`config.mk`:
```
export PLATFORM = sky130hd
export DESIGN_NAME = line_bus_controller
export DESIGN_NICKNAME = d
export VERILOG_FILES = /design/src/rtl/cpu_bus_pkg.sv /design/src/rtl/line_bus_controller_line_buffer.sv /design/src/rtl/line_bus_controller.sv
export SDC_FILE = /design/constraint.sdc
export NUM_CORES = 1
export LEC_CHECK = 0
export CAP_MARGIN = 5
export CORE_MARGIN = 1
export CORE_UTILIZATION = 25
export CTS_CLUSTER_DIAMETER = 60
export DETAILED_ROUTE_END_ITERATION = 12
export PLACE_DENSITY = 0.48
export SETUP_SLACK_MARGIN = 0.05
export SYNTH_ARGS = -nofsm -noshare
export SYNTH_HDL_FRONTEND = slang
export SYNTH_SLANG_ARGS = --single-unit
```
`constraint.sdc`:
```
create_clock -name clk_i -period 3.8 [get_ports clk_i]
set_input_delay 0.38 -clock clk_i [delete_from_list [all_inputs] [get_ports clk_i]]
set_output_delay 0.38 -clock clk_i [all_outputs]
set_load 0.05 [all_outputs]
```
`src/rtl/cpu_bus_pkg.sv`:
```
// Shared types and constants for the line bus to word-port sequencer.
package cpu_bus_pkg;

    localparam int unsigned WORDS_PER_LINE = 4;
    localparam int unsigned WORD_WIDTH     = 32;
    localparam int unsigned LINE_WIDTH     = 128;
    localparam int unsigned BEAT_W         = 2;
    localparam logic [WORD_WIDTH-1:0] TIMEOUT_FILL = 32'hDEAD_BEEF;

    typedef enum logic [2:0] {
        IDLE,
        ISSUE,
        WAIT_R,
        RESP,
        DRAIN
    } state_e;

    typedef logic [WORDS_PER_LINE-1:0][WORD_WIDTH-1:0] line_t;

endpackage

```
`src/rtl/line_bus_controller_line_buffer.sv`:
```
// Four-word read line buffer with word-indexed write enable.
module line_buffer
    import cpu_bus_pkg::*;
(
    input  logic                  clk_i,
    input  logic                  rst_i,
    input  logic                  we_i,
    input  logic [BEAT_W-1:0]     idx_i,
    input  logic [WORD_WIDTH-1:0] wdata_i,
    output line_t                 line_o
);

    line_t line_q;

    always_ff @(posedge clk_i) begin
        if (rst_i) begin
            line_q <= '0;
        end else if (we_i) begin
            line_q[idx_i] <= wdata_i;
        end
    end

    assign line_o = line_q;

endmodule

```
`src/rtl/line_bus_controller.sv`:
```
// Splits one 128-bit line transaction into four in-order 32-bit beats on a
// word-wide memory port; read beats are assembled into the line buffer.
module line_bus_controller
    import cpu_bus_pkg::*;
#(
    parameter int unsigned BUS_ADDRESS_WIDTH = 20,
    parameter int unsigned TIMEOUT_CYCLES    = 255
) (
    input  logic                         clk_i,
    input  logic                         rst_i,
    input  logic [BUS_ADDRESS_WIDTH-5:0] line_addr_i,
    input  logic [LINE_WIDTH-1:0]        line_data_i,
    input  logic                         line_we_i,
    input  logic                         line_valid_i,
    output logic [LINE_WIDTH-1:0]        line_data_o,
    output logic                         line_valid_o,
    output logic                         busy_o,
    output logic                         err_o,
    output logic [BUS_ADDRESS_WIDTH-3:0] mem_addr_o,
    output logic [WORD_WIDTH-1:0]        mem_wdata_o,
    output logic                         mem_we_o,
    output logic                         mem_req_o,
    input  logic                         mem_gnt_i,
    input  logic [WORD_WIDTH-1:0]        mem_rdata_i,
    input  logic                         mem_rvalid_i
);

    localparam int unsigned LAW   = BUS_ADDRESS_WIDTH - 4;
    localparam int unsigned WAW   = BUS_ADDRESS_WIDTH - 2;
    localparam int unsigned CNT_W = (TIMEOUT_CYCLES > 0) ? $clog2(TIMEOUT_CYCLES + 1) : 1;

    state_e                state_q, state_d;
    logic [BEAT_W-1:0]     beat_q, beat_d;
    logic [LAW-1:0]        addr_q, addr_d;
    line_t                 wline_q, wline_d;
    logic                  we_q, we_d;
    logic [CNT_W-1:0]      cnt_q, cnt_d;
    logic                  err_q, err_d;
    logic                  req_q, req_d;
    logic [WAW-1:0]        maddr_q, maddr_d;
    logic [WORD_WIDTH-1:0] wdata_q, wdata_d;
    logic                  mwe_q, mwe_d;
    logic                  valid_q, valid_d;
    logic                  busy_q, busy_d;

    logic                  buf_we_c;
    logic [WORD_WIDTH-1:0] buf_wdata_c;
    logic                  advance_c;
    logic                  timeout_c;
    logic [BEAT_W-1:0]     beat_n_c;
    line_t                 rline_c;

    line_buffer u_line_buffer (
        .clk_i   (clk_i),
        .rst_i   (rst_i),
        .we_i    (buf_we_c),
        .idx_i   (beat_q),
        .wdata_i (buf_wdata_c),
        .line_o  (rline_c)
    );

    // Next-state and registered-output logic
    always_comb begin
        state_d     = state_q;
        beat_d      = beat_q;
        addr_d      = addr_q;
        wline_d     = wline_q;
        we_d        = we_q;
        cnt_d       = cnt_q;
        err_d       = err_q;
        req_d       = req_q;
        maddr_d     = maddr_q;
        wdata_d     = wdata_q;
        mwe_d       = mwe_q;
        valid_d     = 1'b0;
        busy_d      = busy_q;
        buf_we_c    = 1'b0;
        buf_wdata_c = mem_rdata_i;
        advance_c   = 1'b0;
        beat_n_c    = beat_q + BEAT_W'(1);
        timeout_c   = (TIMEOUT_CYCLES != 0) && !mem_rvalid_i &&
                      (cnt_q == CNT_W'(TIMEOUT_CYCLES - 1));

        case (state_q)
            IDLE: begin
                if (line_valid_i) begin
                    addr_d  = line_addr_i;
                    wline_d = line_data_i;
                    we_d    = line_we_i;
                    beat_d  = '0;
                    state_d = ISSUE;
                    req_d   = 1'b1;
                    maddr_d = {line_addr_i, BEAT_W'(0)};
                    wdata_d = line_data_i[WORD_WIDTH-1:0];
                    mwe_d   = line_we_i;
                    busy_d  = 1'b1;
                end
            end
            ISSUE: begin
                if (mem_gnt_i) begin
                    if (we_q) begin
                        advance_c = 1'b1;
                    end else begin
                        state_d = WAIT_R;
                        cnt_d   = '0;
                        req_d   = 1'b0;
                    end
                end
            end
            WAIT_R: begin
                if (mem_rvalid_i) begin
                    buf_we_c  = 1'b1;
                    advance_c = 1'b1;
                end else if (timeout_c) begin
                    buf_we_c    = 1'b1;
                    buf_wdata_c = TIMEOUT_FILL;
                    err_d       = 1'b1;
                    advance_c   = 1'b1;
                end else begin
                    cnt_d = cnt_q + CNT_W'(1);
                end
            end
            RESP: begin
                state_d = DRAIN;
            end
            DRAIN: begin
                // A held request must not start a second transaction
                if (!line_valid_i) begin
                    state_d = IDLE;
                    busy_d  = 1'b0;
                end
            end
            default: begin
                state_d = IDLE;
                busy_d  = 1'b0;
                req_d   = 1'b0;
            end
        endcase

        if (advance_c) begin
            if (beat_q == BEAT_W'(WORDS_PER_LINE - 1)) begin
                state_d = RESP;
                req_d   = 1'b0;
                valid_d = 1'b1;
            end else begin
                beat_d  = beat_n_c;
                state_d = ISSUE;
                req_d   = 1'b1;
                maddr_d = {addr_q, beat_n_c};
                wdata_d = wline_q[beat_n_c];
            end
        end
    end

    always_ff @(posedge clk_i) begin
        if (rst_i) begin
            state_q <= IDLE;
            beat_q  <= '0;
            addr_q  <= '0;
            wline_q <= '0;
            we_q    <= 1'b0;
            cnt_q   <= '0;
            err_q   <= 1'b0;
            req_q   <= 1'b0;
            maddr_q <= '0;
            wdata_q <= '0;
            mwe_q   <= 1'b0;
            valid_q <= 1'b0;
            busy_q  <= 1'b0;
        end else begin
            state_q <= state_d;
            beat_q  <= beat_d;
            addr_q  <= addr_d;
            wline_q <= wline_d;
            we_q    <= we_d;
            cnt_q   <= cnt_d;
            err_q   <= err_d;
            req_q   <= req_d;
            maddr_q <= maddr_d;
            wdata_q <= wdata_d;
            mwe_q   <= mwe_d;
            valid_q <= valid_d;
            busy_q  <= busy_d;
        end
    end

    assign line_data_o  = rline_c;
    assign line_valid_o = valid_q;
    assign busy_o       = busy_q;
    assign err_o        = err_q;
    assign mem_addr_o   = maddr_q;
    assign mem_wdata_o  = wdata_q;
    assign mem_we_o     = mwe_q;
    assign mem_req_o    = req_q;

endmodule

```
Word-level counts from Yosys, hierarchy flattened --
Index checks and enable logic that the tools add are counted.
Cells by class: add/sub/neg operators 2, $lt $le $gt $ge 3, equality and inequality tests 18, multiplexer cells 47, bitwise operators 3, reductions and logical operators 14
Operators by type and width (number):
- $mux 32 | 9
- $bwmux 128 | 1
- $mux 18 | 4
- $bmux 32 s2 | 1
- $demux 32 s2 | 1
- $mux 8 | 4
- $pmux 8 s2 | 1
- $mux 3 | 5
- $pmux 3 s5 | 1
- $ne 2x2->1 const B | 7
- $mux 1 | 12
- $ne 3x3->1 const B | 4
- $mux 2 | 5
- $reduce_and 5->1 | 2
- $add 8x1->8 const B | 1
- $eq 8x8->1 const B | 1
- $eq 3x2->1 const B | 2
- $lt 2x3->1 const B | 2
- $pmux 1 s3 | 2
- $reduce_and 3->1 | 2
- $reduce_or 3->1 | 2
- $reduce_and 4->1 | 1
- $eq 3x1->1 const B | 1
- $eq 3x3->1 const B | 1
- 12 further kinds | 15
Word-level totals: register bits after elaboration 340, input bits 182, output and inout bits 183, word-level logic and storage cells 106

Longest topological paths before layout --
Gate-level depths: netlist (run 1).
depth after elaboration 7, gate-level depth with buffers 9, depth with buffers taken out 6

Modules after synthesis --
Synthesis (run 1) repeated with hierarchy kept, for this count alone.
Second synthesis, totals: cells, all modules 1510, area total of the unflattened synthesis 14043.5 um^2
Modules (own cells, without submodules):
- line_bus_controller | times used 1, cells an instance 1057, area each 8976.1 um^2, seq. area each 4244.1 um^2
- line_buffer | times used 1, cells an instance 453, area each 5067.4 um^2, seq. area each 2562.5 um^2

Least setup slack after synthesis (run 1) --
No wires, ideal clock.
path type reg2reg, from reg beat_q[0], to reg wdata_q[10], in the netlist mem_wdata_o[10], library setup time 133 ps, arrival 2483 ps, required time 3667 ps, slack 1184 ps, cell stages (with the launch flop) 10, buffers on the path 4, period minus slack after synthesis 2616 ps, cells stage by stage dfxtp_1 buf_2 buf_1 inv_1 ha_1 clkbuf_1 clkbuf_1 mux4_2 a21oi_1 a311oi_1
On the way: word-level cells in the longest chain between the ends 5, elaborated cells on any way between the ends 6, those cells by class 1 x add/sub; 1 x eq/ne; 4 x mux
Ends and longest elaborated chain:
- from (decl) | RTL line line_bus_controller.sv:33 | logic [BEAT_W-1:0] beat_q, beat_d;
- from (signal assigned) | RTL line line_bus_controller.sv:172 | beat_q <= beat_d;
- $add 2x1->2 | RTL line line_bus_controller.sv:80 | beat_n_c = beat_q + BEAT_W'(1);
- $bmux 32 s2 | RTL line line_bus_controller.sv:150 | wdata_d = wline_q[beat_n_c];
- $mux 32 (not written as such) | RTL line line_bus_controller.sv:150
- $mux 32 (*) | RTL line line_bus_controller.sv:141 | if (beat_q == BEAT_W'(WORDS_PER_LINE - 1)) begin
- $mux 32 (*) | RTL line line_bus_controller.sv:140 | if (advance_c) begin
- to (signal assigned) | RTL line line_bus_controller.sv:180 | wdata_q <= wdata_d;
- to (decl) | RTL line line_bus_controller.sv:41 | logic [WORD_WIDTH-1:0] wdata_q, wdata_d;
Every way passes the cells marked *; elsewhere a longest branch is shown, timed or not. The select of a mux whose other input is x is not followed. A chain may end at the register's enable or synchronous reset.

Worst setup path after layout (run 1) --
from reg state_q[1], to reg wdata_q[13], in the netlist mem_wdata_o[13]
On the way: word-level cells in the longest chain between the ends 4, elaborated cells on any way between the ends 7, those cells by class 2 x eq/ne; 4 x mux; 1 x reduce/logical
Ends and longest elaborated chain:
- from (decl) | RTL line line_bus_controller.sv:32 | state_e state_q, state_d;
- from (signal assigned) | RTL line line_bus_controller.sv:171 | state_q <= state_d;
- $logic_not 3->1 | RTL line line_bus_controller.sv:84 | case (state_q)
- $mux 32 | RTL line line_bus_controller.sv:84
- $mux 32 | RTL line line_bus_controller.sv:141
- $mux 32 (*) | RTL line line_bus_controller.sv:140
Every way passes the cells marked *; elsewhere a longest branch is shown, timed or not.

==> summary.txt, run 1 <==
Timing
  – Final hold violation count: 0
  – Worst Skew: 0.0125 ns
  – Final setup TNS: 0 ns
  – Worst Max-Slew Pin Slew: 1.05 ns
  – Max transition margin: 29.8%
  – Tcrit/Tclk final: 77.4%
  – FMAX: 340 MHz
  – Final WS setup: 0.859 ns
  – Final worst path period need: 2.94 ns
  – Unrepaired setup endpoints after global routing: false
  – Setup-failing EPs final: 0
  – Slew Limit Fails: 0

Placed design
  – Pre-CTS WS: 0.904 ns
  – DPL Wire Length: 29400 um
  – Placer's final routability congestion estimate: 0.776
  – IO Port Bufs: 364
  – Placed cells: 2341

Clocking
  – Worst-skew pair later-pin latency: 0.56 ns
  – CTS Hold Bufs: 0
  – Post-CTS setup buffer count: 0
  – H-tree depth: 2
  – TritonCTS clock tree: yes
  – Root buf cell: clkbuf_16
  – Cts bufs inserted: 45
  – Post-cts repair resize count: 0
  – CTS clk-pin slew, worst paths: 0.06 ns
  – CTS Buffer Depth: 3
  – CTS sink cnt: 340

Synth
  – Mean area per synthesized cell: 9.28 sq um
  – Synthesized instance count: 1406
  – Post-Syn Area: 13100 sq um
  – Yosys warns: 0
  – Top-area cell type share of the netlist area: 52.1%
  – Synth Register Bits: 340
  – Synth top area cells: dfxtp_1 52%, nand2_1 11%, a21oi_1 8.9%, o221a_2 8.3%, mux4_2 5.5%
  – Post-synth ARST share: 0%
  – Area leader, netlist: dfxtp_1
  – Synth unique cells: 50
  – Number of synthesized flops with an enable pin: 0
  – Post-synthesis sequential area ratio: 52.1%
  – Post-Syn Nets: 1594
  – Synth Flop Type: dfxtp_1

Route
  – Antenna-violating nets left: 0
  – DRC viols: 0
  – Routed len/inst: 18.5 um
  – First DRT Iteration DRCs: 794
  – Routed Wire Length: 44700 um
  – DR vias/cell: 4.84
  – First drt pass iteration count: 5
  – Vias: 11700

GRT
  – Initial antenna violation count: 8
  – Met1 GRT Util: 22.2%
  – First-pass GRT wire length: 69100 um
  – Met2 global-route usage: 26.0%
  – GRT Residual Overflow: 0
  – GR peak layer: met2
  – Tot GR Track Use: 16.5%
  – Met3 Use GR: 4.05%
  – Number of global-route vias before repair: 11700
  – Largest net degree at the start of global routing: 140

Cells and area
  – Sequential standard cell area: 6810 sq um
  – Syn-to-layout area delta: 43.9%
  – Core Util, Final: 36.5%
  – Ratio of cells with drive above 1 in the final layout: 13.7%
  – Non-Filler Instances: 2421
  – Footprint of the multi-input gates: 5700 sq um
  – Number of fill cells in the layout: 5221
  – Nets@finish: 1896

Critical path
  – Startpoint types: flip-flop
  – Critical Path End Type: flip-flop
  – Critical-path top delay cell: dfxtp_1
  – Crit path cell chain: or3b_1 > or4_2 > and2_2 > buf_4 > a311oi_1
  – Critical path type: reg2reg
  – Crit path launch: state_q[1]
  – Reg2reg start: state_q[1]
  – Largest delay share family, worst path: simple AND/OR/NAND/NOR gates
  – Crit-path max cell delay: 0.59 ns
  – CP endpoint: mem_wdata_o[13]
  – Crit-path max FO: 34
  – CP Buf/Inv Count: 1
  – CP arrival: 3.40 ns
  – R2R depth: 5
  – WP data required: 4.26 ns
  – Worst r2r dst: mem_wdata_o[13]
  – Reg2Reg Setup Slack: 0.86 ns
  – CP Depth: 5

Die
  – # rows: 83
  – Initial Utilization: 25.4%
  – Core Area: 51400 sq um
  – IO Count: 365
  – Die height: 231 um
  – Die ar.: 53100 sq um
  – Die W: 231 um

Hold path
  – Hold crit path type: in2reg

Flow run
  – Max cap viols: 0

Power and ir drop
  – Static leakage: 6.60 nW
  – Total power: 9.49 mW
  – Peak supply drop: 0.000295 V
  – Pwr/cell area: 505 nW/um^2

Run status
  – Outcome: finished, final reports clean
[stage by stage]
stage | area (sq um) | hold WS (ns)
after floorplan | 13100 | 0.433
after global placement | 17300 | 0.439
after detailed placement | 17300 | 0.446
after CTS | 18800 | 0.331
after global routing | 18800 | 0.360
final | 18800 | 0.364
[layout make-up]
class	count	area share, %
multi-input combinational	925	30.3
inverter	10	0.200
antenna	4	0.0533
clock buffer	60	6.89
timing repair buffer	386	20.6
tap	680	4.53
sequential	340	36.2
clock inverter	16	1.19
[synth_stat cells, drive strengths merged, types with 4 or more instances]
cell type  number
buf            21
nand2b          4
and2            5
nand4           5
nand3           5
o21ai          41
o221a          96
a311oi         48
nor3            5
mux4           32
nor2b           4
a21oi         232
dfxtp         340
clkbuf        110
nor2           14
nor3b           4
nand2         389
ha              6
inv            10
[state kept, by name (all words and copies together) (netlist names)]
name,count
addr_q,16
beat_q,2
busy_o,1
cnt_q,8
err_o,1
line_valid_o,1
mem_addr_o,18
mem_req_o,1
mem_wdata_o,32
mem_we_o,1
state_q,3
u_line_buffer.line_o,128
wline_q,128
[where the power goes]
group / switching, mW / leakage [nW] / internal [mW] / total (mW)
clock network: 1.65 / 0.746 / 2.67 / 4.33
registers: 0.116 / 2.77 / 3.76 / 3.88
logic: 0.768 / 3.09 / 0.513 / 1.28
[routing by layer]
layer  wire length [um]  share of wire [%]
met1              20500                 46
met2              20200                 45
met3               3090                6.9
met4                913                2.0
met5                 41              0.092
[tightest hold or removal path: stages]
cell and delay (ns):
clkdlybuf4s50_1 0.39, nand2_1 0.05, a21oi_1 0.05
[logic make-up after synthesis]
logic type	Yosys count	synth area share [%]
AND/OR/NAND/NOR	446	13.7
flip-flops	340	52.1
buffers and inverters	141	4.43
multiplexers	34	5.68
adder cells (fa/ha/maj)	6	0.575
AO/OA/AOI/OAI	439	23.4
[worst min-delay path by stage]
stage,from,endpoint,cells past startpoint
after floorplan,wline_q[100],wline_q[100],2
after global placement,wline_q[16],wline_q[16],2
after detailed placement,wline_q[100],wline_q[100],2
after CTS,line_data_i[98],wline_q[98],3
after global routing,line_data_i[54],wline_q[54],3
final,line_data_i[55],wline_q[55],3
[layout by cell type, fill, tap and decap left out, types with 2 or more instances in the layout]
cell,count
nor4bb_1,2
clkdlybuf4s50_1,363
clkbuf_1,6
clkbuf_8,8
o311ai_0,2
mux4_2,32
nand3_1,5
nand4_1,5
o211ai_1,2
buf_4,18
buf_12,4
clkinv_2,2
a21oi_1,231
nor2_1,10
diode_2,4
nor3_1,4
bufinv_16,4
and3_1,3
o221a_2,96
inv_8,3
nor2b_1,4
nor2_2,4
a311oi_1,47
nand2b_1,4
a211oi_1,2
o21ai_0,41
clkbuf_16,47
clkinv_4,2
a31oi_1,3
dfxtp_1,339
ha_1,5
inv_6,4
nor3b_1,4
nand2_1,389
inv_1,9
and2_0,2
and2_1,2
Note: power is estimated with default switching activity, not from simulation.
==> run 2: changes to the inputs <==
==> constraint.sdc (replaced) <==
create_clock -name clk_i -period 2.75 [get_ports clk_i]
set_input_delay 0.275 -clock clk_i [delete_from_list [all_inputs] [get_ports clk_i]]
set_output_delay 0.275 -clock clk_i [all_outputs]
set_load 0.05 [all_outputs]
==> summary.txt, run 2 (synthesis gave the netlist of run 1 again) <==
Run status
  – Outcome: finished, final reports clean

Critical path
  – Reg2reg start: state_q[2]
  – Worst r2r dst: mem_wdata_o[14]
  – CP Buf/Inv Count: 1
  – Crit path launch: state_q[2]
  – CP Depth: 5
  – CP endpoint: mem_wdata_o[14]
  – Crit-path max FO: 50
  – Critical path type: reg2reg
  – WP data required: 3.21 ns
  – CP arrival: 2.73 ns
  – Critical Path End Type: flip-flop
  – R2R depth: 5
  – Critical-path top delay cell: or4_2
  – Crit path cell chain: or3b_1 > or4_2 > and2_2 > buf_12 > a311oi_1
  – Largest delay share family, worst path: simple AND/OR/NAND/NOR gates
  – Reg2Reg Setup Slack: 0.48 ns
  – Startpoint types: flip-flop
  – Crit-path max cell delay: 0.65 ns

Timing
  – Max transition margin: 48.9%
  – Final hold violation count: 0
  – Final setup TNS: 0 ns
  – Final WS setup: 0.477 ns
  – Tcrit/Tclk final: 82.7%
  – Unrepaired setup endpoints after global routing: false
  – Setup-failing EPs final: 0
  – Slew Limit Fails: 0
  – Final worst path period need: 2.27 ns
  – Worst Skew: 0.0126 ns
  – FMAX: 440 MHz
  – Worst Max-Slew Pin Slew: 0.767 ns

Clocking
  – Post-CTS setup buffer count: 0
  – Root buf cell: clkbuf_16
  – H-tree depth: 2
  – TritonCTS clock tree: yes
  – Worst-skew pair later-pin latency: 0.56 ns
  – CTS sink cnt: 340
  – CTS Buffer Depth: 3
  – Cts bufs inserted: 44
  – CTS clk-pin slew, worst paths: 0.06 ns
  – Post-cts repair resize count: 0
  – CTS Hold Bufs: 0

Die
  – Die height: 231 um
  – IO Count: 365
  – Core Area: 51400 sq um
  – Initial Utilization: 25.4%
  – Die ar.: 53100 sq um
  – Die W: 231 um
  – # rows: 83

Placed design
  – DPL Wire Length: 29600 um
  – Placer's final routability congestion estimate: 0.785
  – Post-DP Area: 17400 sq um
  – Pre-CTS WS: 0.502 ns
  – Placed cells: 2352
  – IO Port Bufs: 364

Cells and area
  – Most common cell after layout, fill and taps aside: nand2_1
  – Nets@finish: 1906
  – Non-Filler Instances: 2433
  – Final Instance Area: 18900 sq um
  – Syn-to-layout area delta: 45.0%
  – Ratio of cells with drive above 1 in the final layout: 14.4%
  – Most frequent cells in the layout: 389 x nand2_1, 363 x clkdlybuf4s50_1, 339 x dfxtp_1, 231 x a21oi_1, 96 x o221a_2
  – Number of fill cells in the layout: 5186

Route
  – DRC viols: 0
  – Routed len/inst: 18.3 um
  – First drt pass iteration count: 4
  – First DRT Iteration DRCs: 634
  – Routed Wire Length: 44600 um
  – Wire length on met1: 20300 um
  – DR vias/cell: 4.82
  – DR top layer: met5
  – Wire length on met2: 20300 um
  – Met3 WL: 3090 um
  – Vias: 11700
  – Antenna-violating nets left: 0

GRT
  – GRT Residual Overflow: 0
  – Largest net degree at the start of global routing: 136
  – First-pass GRT wire length: 68000 um
  – Initial antenna violation count: 5
  – Tot GR Track Use: 16.2%
  – Number of global-route vias before repair: 11400

Power and ir drop
  – Static leakage: 6.67 nW
  – Peak supply drop: 0.000403 V
  – Pwr/cell area: 691 nW/um^2

Flow run
  – Max cap viols: 0

Hold path
  – Hold crit path type: in2reg
## run 2: area by class of cell
type / count / area [sq um] / share of cell area (%)
Tap cell: 680 / 851 / 4.50
Antenna cell: 1 / 2.50 / 0.0132
Clock inverter: 19 / 231 / 1.22
Inverter: 10 / 37.5 / 0.198
Multi-Input combinational cell: 925 / 5700 / 30.1
Clock buffer: 61 / 1280 / 6.74
Sequential cell: 340 / 6810 / 36.0
Timing Repair Buffer: 397 / 4020 / 21.2
## run 2: through the flow
stage | utilization, % | power [mW] | hold slack (ns)
after CTS | 36.8 | 13.3 | 0.115
after global routing | 36.8 | 13.6 | 0.162
after detailed placement | 33.9 | 7.28 | 0.444
after floorplan | - | 6.48 | 0.411
after global placement | 33.9 | 7.27 | 0.439
final | 36.8 | 13.1 | 0.158
## run 2: worst min-delay path by stage
stage / startpoint / endpoint / slack [ns] / cells past startpoint
floorplan: line_data_i[100] / wline_q[100] / 0.41 / 2
finish: rst_i / err_o / 0.16 / 2
detailed placement: wline_q[88] / wline_q[88] / 0.44 / 2
CTS: rst_i / err_o / 0.12 / 2
global placement: wline_q[16] / wline_q[16] / 0.44 / 2
global route: rst_i / u_line_buffer.line_o[36] / 0.16 / 2
## run 2: report_power, final
part,leakage [nW],switching (mW),total [mW],internal (mW)
Sequential,2.77,0.145,5.35,5.20
Combinational,3.16,1.08,1.81,0.731
Clock,0.731,2.27,5.91,3.63
Total,6.67,3.50,13.1,9.57
## run 2: worst register-to-register path: stages, from the launching register on
cell,delay [ns]
dfxtp_1,0.30
or3b_1,0.48
or4_2,0.65
and2_2,0.23
buf_12,0.22
a311oi_1,0.30
## run 2: routing by layer
metal  GRT usage [%]  vias up
met5               0        -
met4            4.39        8
met3            4.19       61
met2            25.8      327
met1            21.7     5654
li1                -     5677
==> edit 1 (flow settings as in run 2) <==
Encoding of `state_e`: now one-hot (5 bits for 5 states).
--- a/src/rtl/cpu_bus_pkg.sv
+++ b/src/rtl/cpu_bus_pkg.sv
@@ -7,12 +7,12 @@
     localparam int unsigned BEAT_W         = 2;
     localparam logic [WORD_WIDTH-1:0] TIMEOUT_FILL = 32'hDEAD_BEEF;
 
-    typedef enum logic [2:0] {
-        IDLE,
-        ISSUE,
-        WAIT_R,
-        RESP,
-        DRAIN
+    typedef enum logic [4:0] {
+        IDLE   = 5'b00001,
+        ISSUE  = 5'b00010,
+        WAIT_R = 5'b00100,
+        RESP   = 5'b01000,
+        DRAIN  = 5'b10000
     } state_e;
 
     typedef logic [WORDS_PER_LINE-1:0][WORD_WIDTH-1:0] line_t;
Check against the original RTL: same outputs for any inputs over 4 cycles, from zero or initial values and one cycle with rst_i high; so few cycles prove little.
==> edit 1 against run 2 <==
Setup slack got worse by 0.019 ns; routed wire length rose by 1.2%; die area rose by 5.8%; sequential cell count rose by 2; non-clock buffer count fell by 9; final area rose by 3.7%; highest routed layer unchanged; synthesized area rose by 5.9%; clock power fell by 3%; power rose by 15%.
==> edit 1: results (changes against run 2) <==
** Status
- Result of the run: completed (unchanged).

** Synth
- Ranking of synthesized cells by instance count :: nand2_1, dfxtp_1, a21oi_1, nor2_1, a211oi_1 (was nand2_1, dfxtp_1, a21oi_1, clkbuf_1, o221a_2)
- The register area share after synthesis is 0.4955 (was 0.5214).
- Top cells by area, synth: dfxtp_1, nand2_1, a21oi_1, a211oi_1, a311oi_2 (was dfxtp_1, nand2_1, a21oi_1, o221a_2, mux4_2).
- The post-synthesis net count is 1708 (was 1594).
- The count of unique library cells instantiated by Yosys is 48 (was 50).

** Timing
- The transition time at the pin with the least slew margin was 0.6400 ns (was 0.7671 ns).
- The post-route clock skew is 0.01076 ns (was 0.01265 ns).

** GRT
- Wire length of the first global-routing pass :: 68.98 mm (was 68.05 mm)
- The initial antenna violation count came to 7 (was 5).
- The largest net degree at the start of global routing was 107 (was 136).
- The overall global routing resource usage is 0.1562 (was 0.1624).
- Vias in the first global route :: 11670 (was 11450)

** Worst hold path
- The startpoint of the worst hold path is rst_i (unchanged).

** Place
- The standard cell area after detailed placement came to 18180 sq um (was 17420 sq um).
- Gp weighted congestion :: 0.7938 (was 0.7849)
- Half-perimeter wire length of the detailed placement result :: 30.07 mm (was 29.62 mm)

** Worst setup path
- The cell with the largest stage delay on the worst path is dfxtp_1 (was or4_2).
- The register-to-register path setup slack is 0.46 ns (was 0.48 ns).
- Destination of the worst register-to-register timing path :: mem_wdata_o[28] (was mem_wdata_o[14])
- The arrival time at the worst endpoint was 2.70 ns (was 2.73 ns).
- Cells on worst reg2reg path :: 6 (was 5)
- Largest fanout on the critical path :: 67 (was 50)

** Pwr
- Worst voltage drop across the vdd grid :: 0.0004113 V (was 0.0004027 V)
- The switching portion of total power is 0.3125 (was 0.2680).
- Leakage power summed over all cells :: 6.536 nW (was 6.666 nW)

** Layout
- Share of cells above drive strength 1 :: 0.1293 (was 0.1438)

** Route
- The violation count after the first detailed-routing iteration is 667 (was 634).
- The mean number of vias per cell was 4.702 (was 4.820).
- Routed length per placed instance :: 17.72 um (was 18.32 um)
==> edit 1: per-stage QoR <==
stage	cells	hold WS, ns	utilization	setup slack [ns]
floorplan	1520	0.4110	-	0.1581
global placement	2467	0.4392	0.3352	0.4192
detailed placement	2467	0.4449	0.3352	0.3876
CTS	2545	0.06523	0.3619	0.4314
global route	2545	0.09233	0.3619	0.2826
finish	2546	0.1166	0.3619	0.4580
==> edit 1: cell families after synthesis <==
family                   synth area share
AND/OR/NAND/NOR                    0.2085
AO/OA/AOI/OAI                      0.1872
flip-flops                         0.4955
buffers and inverters             0.04736
multiplexers                      0.05288
adder cells (fa/ha/maj)          0.005433
XOR/XNOR                         0.003169
==> edit 1: power by group through the flow <==
| stage | registers, mW | clock network, mW | logic, mW |
|---|---|---|---|
| finish | 5.88 | 5.72 | 3.43 |
| global route | 5.95 | 6.10 | 3.73 |
| CTS | 5.88 | 5.92 | 3.49 |
| detailed placement | 5.98 | 0 | 3.48 |
| global placement | 5.97 | 0 | 3.44 |
| floorplan | 6.42 | 0 | 1.72 |
==> edit 1: metal layers <==
layer | vias up | routed length (um) | GRT usage
met5 | - | 87 | 0
met4 | 12 | 1036 | 0.04321
met3 | 83 | 2542 | 0.04045
met2 | 282 | 21140 | 0.2551
met1 | 5664 | 20310 | 0.2028
li1 | 5930 | - | -
==> edit 1: area by class of cell <==
type,count,area (sq um)
fillers,5545,34610
flip-flops and latches,342,6848
multi-input cells,1032,6360
repair buffers,388,4066
clock buffers,60,1252
well taps,696,870.8
clock inverters,18,196.4
inverters,9,33.78
diodes,1,2.502
==> edit 2 (settings of run 2) <==
Made on the original files. Change the parameter `BUS_ADDRESS_WIDTH` from 20 to 16.
--- a/src/rtl/line_bus_controller.sv
+++ b/src/rtl/line_bus_controller.sv
@@ -3,7 +3,7 @@
 module line_bus_controller
     import cpu_bus_pkg::*;
 #(
-    parameter int unsigned BUS_ADDRESS_WIDTH = 20,
+    parameter int unsigned BUS_ADDRESS_WIDTH = 16,
     parameter int unsigned TIMEOUT_CYCLES    = 255
 ) (
     input  logic                         clk_i,
Interface: changed (resized line_addr_i and mem_addr_o); port bits go from 365 to 357. The function was not compared with the original's and may differ.
==> edit 2 against run 2 <==
Sequential cell count shrank 8; count of clock-buffer cells in the layout unchanged; sequential share of layout area shrank 0.57 points; power fell by 2.7%; final area down 0.77%; synthesized cell count is 2.8% lower; synthesized area down 0.49%; non-clock buffer count fell by 2; die area down 0.49%; clock power shrank 4.1%; routed wire length decreased by 1.7%; setup slack got worse by 0.036 ns; critical path type unchanged; largest cell class unchanged.
==> edit 2: results (changes against run 2) <==
** Synth
- Cell count after synthesis :: 1366 (was 1406)
- Fraction of the mapped netlist area in compound gates :: 0.2490 (was 0.2344)
- Ranking of synthesized cells by instance count :: nand2_1, dfxtp_1, a21oi_1, clkbuf_1, o221a_2 (unchanged)
- Count of unique library cells instantiated by Yosys :: 51 (was 50)
- Top cells by area, synth: dfxtp_1, nand2_1, a21oi_1, o221a_2, mux4_2 (unchanged).
- Adder and majority cell fraction of the synthesized area :: 0.005779 (was 0.005751)
- The post-synthesis mux area share is 0.05635 (was 0.05684).
- Sequential cell area fraction in the yosys report :: 0.5117 (was 0.5214)

** Place
- Instance count after placement with tap cells included :: 2317 (was 2352)
- The worst setup timing slack at the placement stage came to 0.4928 ns (was 0.5020 ns).
- Gp weighted congestion :: 0.7950 (was 0.7849)
- The half-perimeter wire length of the detailed placement result is 29.43 mm (was 29.62 mm).
- PortBufs :: 356 (was 364)

** Worst hold path
- The endpoint of the worst hold path was u_line_buffer.line_o[49] (was err_o).

** Pwr
- Worst voltage drop across the vdd grid :: 0.0004068 V (was 0.0004027 V)
- Leakage power summed over all cells :: 6.579 nW (was 6.666 nW)

** CTS
- The buffer type at the clock tree root is clkbuf_16 (unchanged).
- Total clock buffers created by CTS :: 42 (was 44)

** Timing
- The transition time at the pin with the least slew margin is 1.076 ns (was 0.7671 ns).

** Layout
- Number of standard cells in the layout, taps in and fillers out :: 2389 (was 2433)
- The fraction of layout instances using a drive strength above 1 is 0.1697 (was 0.1438).
- Diode insertion count for antenna repair :: 0 (was 1)
- Net count, final :: 1865 (was 1906)

** Worst setup path
- Arrival time worst endpoint :: 2.76 ns (was 2.73 ns)
- The endpoint of the most critical register-to-register path was mem_addr_o[13] (was mem_wdata_o[14]).
- The peak fanout along the critical path came to 45 (was 50).
- The register-to-register path setup slack is 0.44 ns (was 0.48 ns).
- Critical Path Source :: cnt_q[3] (was state_q[2])
- Max stage delay on crit path :: 0.77 ns (was 0.65 ns)

** Route
- Iteration-0 DRC Markers :: 680 (was 634)
- The mean number of vias per cell is 4.771 (was 4.820).

** GRT
- The via count of the first global-routing pass is 11310 (was 11450).
- Maximum number of pins on one net before global-route repair :: 199 (was 136)
- GRT Util Overall :: 0.1607 (was 0.1624)
- The initial antenna violation count came to 2 (was 5).

** Status
- Result of the run: completed (unchanged).
==> edit 2: worst max path at each step <==
stage | to | slack [ns] | cells past startpoint
6_report | mem_addr_o[13] | 0.44 | 5
5_1_grt | mem_wdata_o[0] | 0.32 | 7
4_1_cts | mem_wdata_o[31] | 0.47 | 7
3_5_place_dp | mem_addr_o[13] | 0.49 | 7
3_3_place_gp | mem_wdata_o[22] | 0.54 | 6
2_1_floorplan | mem_wdata_o[11] | 0.14 | 9
==> edit 2: through the flow <==
stage                     hold WS [ns]  area (sq um)
after global placement          0.4406         17340
after CTS                       0.1011         18780
after detailed placement        0.4453         17340
final                           0.1339         18780
after global routing            0.1205         18780
after floorplan                 0.4110         12990
==> edit 2: layout make-up <==
| type | count | area, sq um |
|---|---|---|
| Tap cell | 680 | 850.8 |
| Sequential cell | 332 | 6648 |
| Fill cell | 5286 | 32520 |
| Clock buffer | 61 | 1252 |
| Multi-Input combinational cell | 900 | 5817 |
| Clock inverter | 11 | 188.9 |
| Inverter | 10 | 37.54 |
| Timing Repair Buffer | 395 | 3985 |
==> edit 2: cell families (layout without fill, tap and decap cells) <==
group                    count (synthesis)  count (layout)
buffers and inverters                  134             477
AND/OR/NAND/NOR                        433             433
AO/OA/AOI/OAI                          428             428
flip-flops                             332             332
multiplexers                            33              33
adder cells (fa/ha/maj)                  6               6
==> edit 2: routing by layer <==
| metal | wire length, um | vias to the layer above | share of wire | track usage |
|---|---|---|---|---|
| li1 | - | 5548 | - | - |
| met1 | 20520 | 5443 | 0.47 | 0.2209 |
| met2 | 19450 | 352 | 0.44 | 0.2477 |
| met3 | 3072 | 50 | 0.070 | 0.04167 |
| met4 | 743 | 4 | 0.017 | 0.04243 |
| met5 | 22 | - | 0.00050 | 0 |
==> edit 2: power breakdown <==
part | internal (mW) | total, mW | switching (mW) | leakage (nW)
Combinational | 0.753 | 1.82 | 1.06 | 3.17
Sequential | 5.08 | 5.22 | 0.149 | 2.70
Clock | 3.53 | 5.67 | 2.14 | 0.708
Total | 9.36 | 12.7 | 3.35 | 6.58
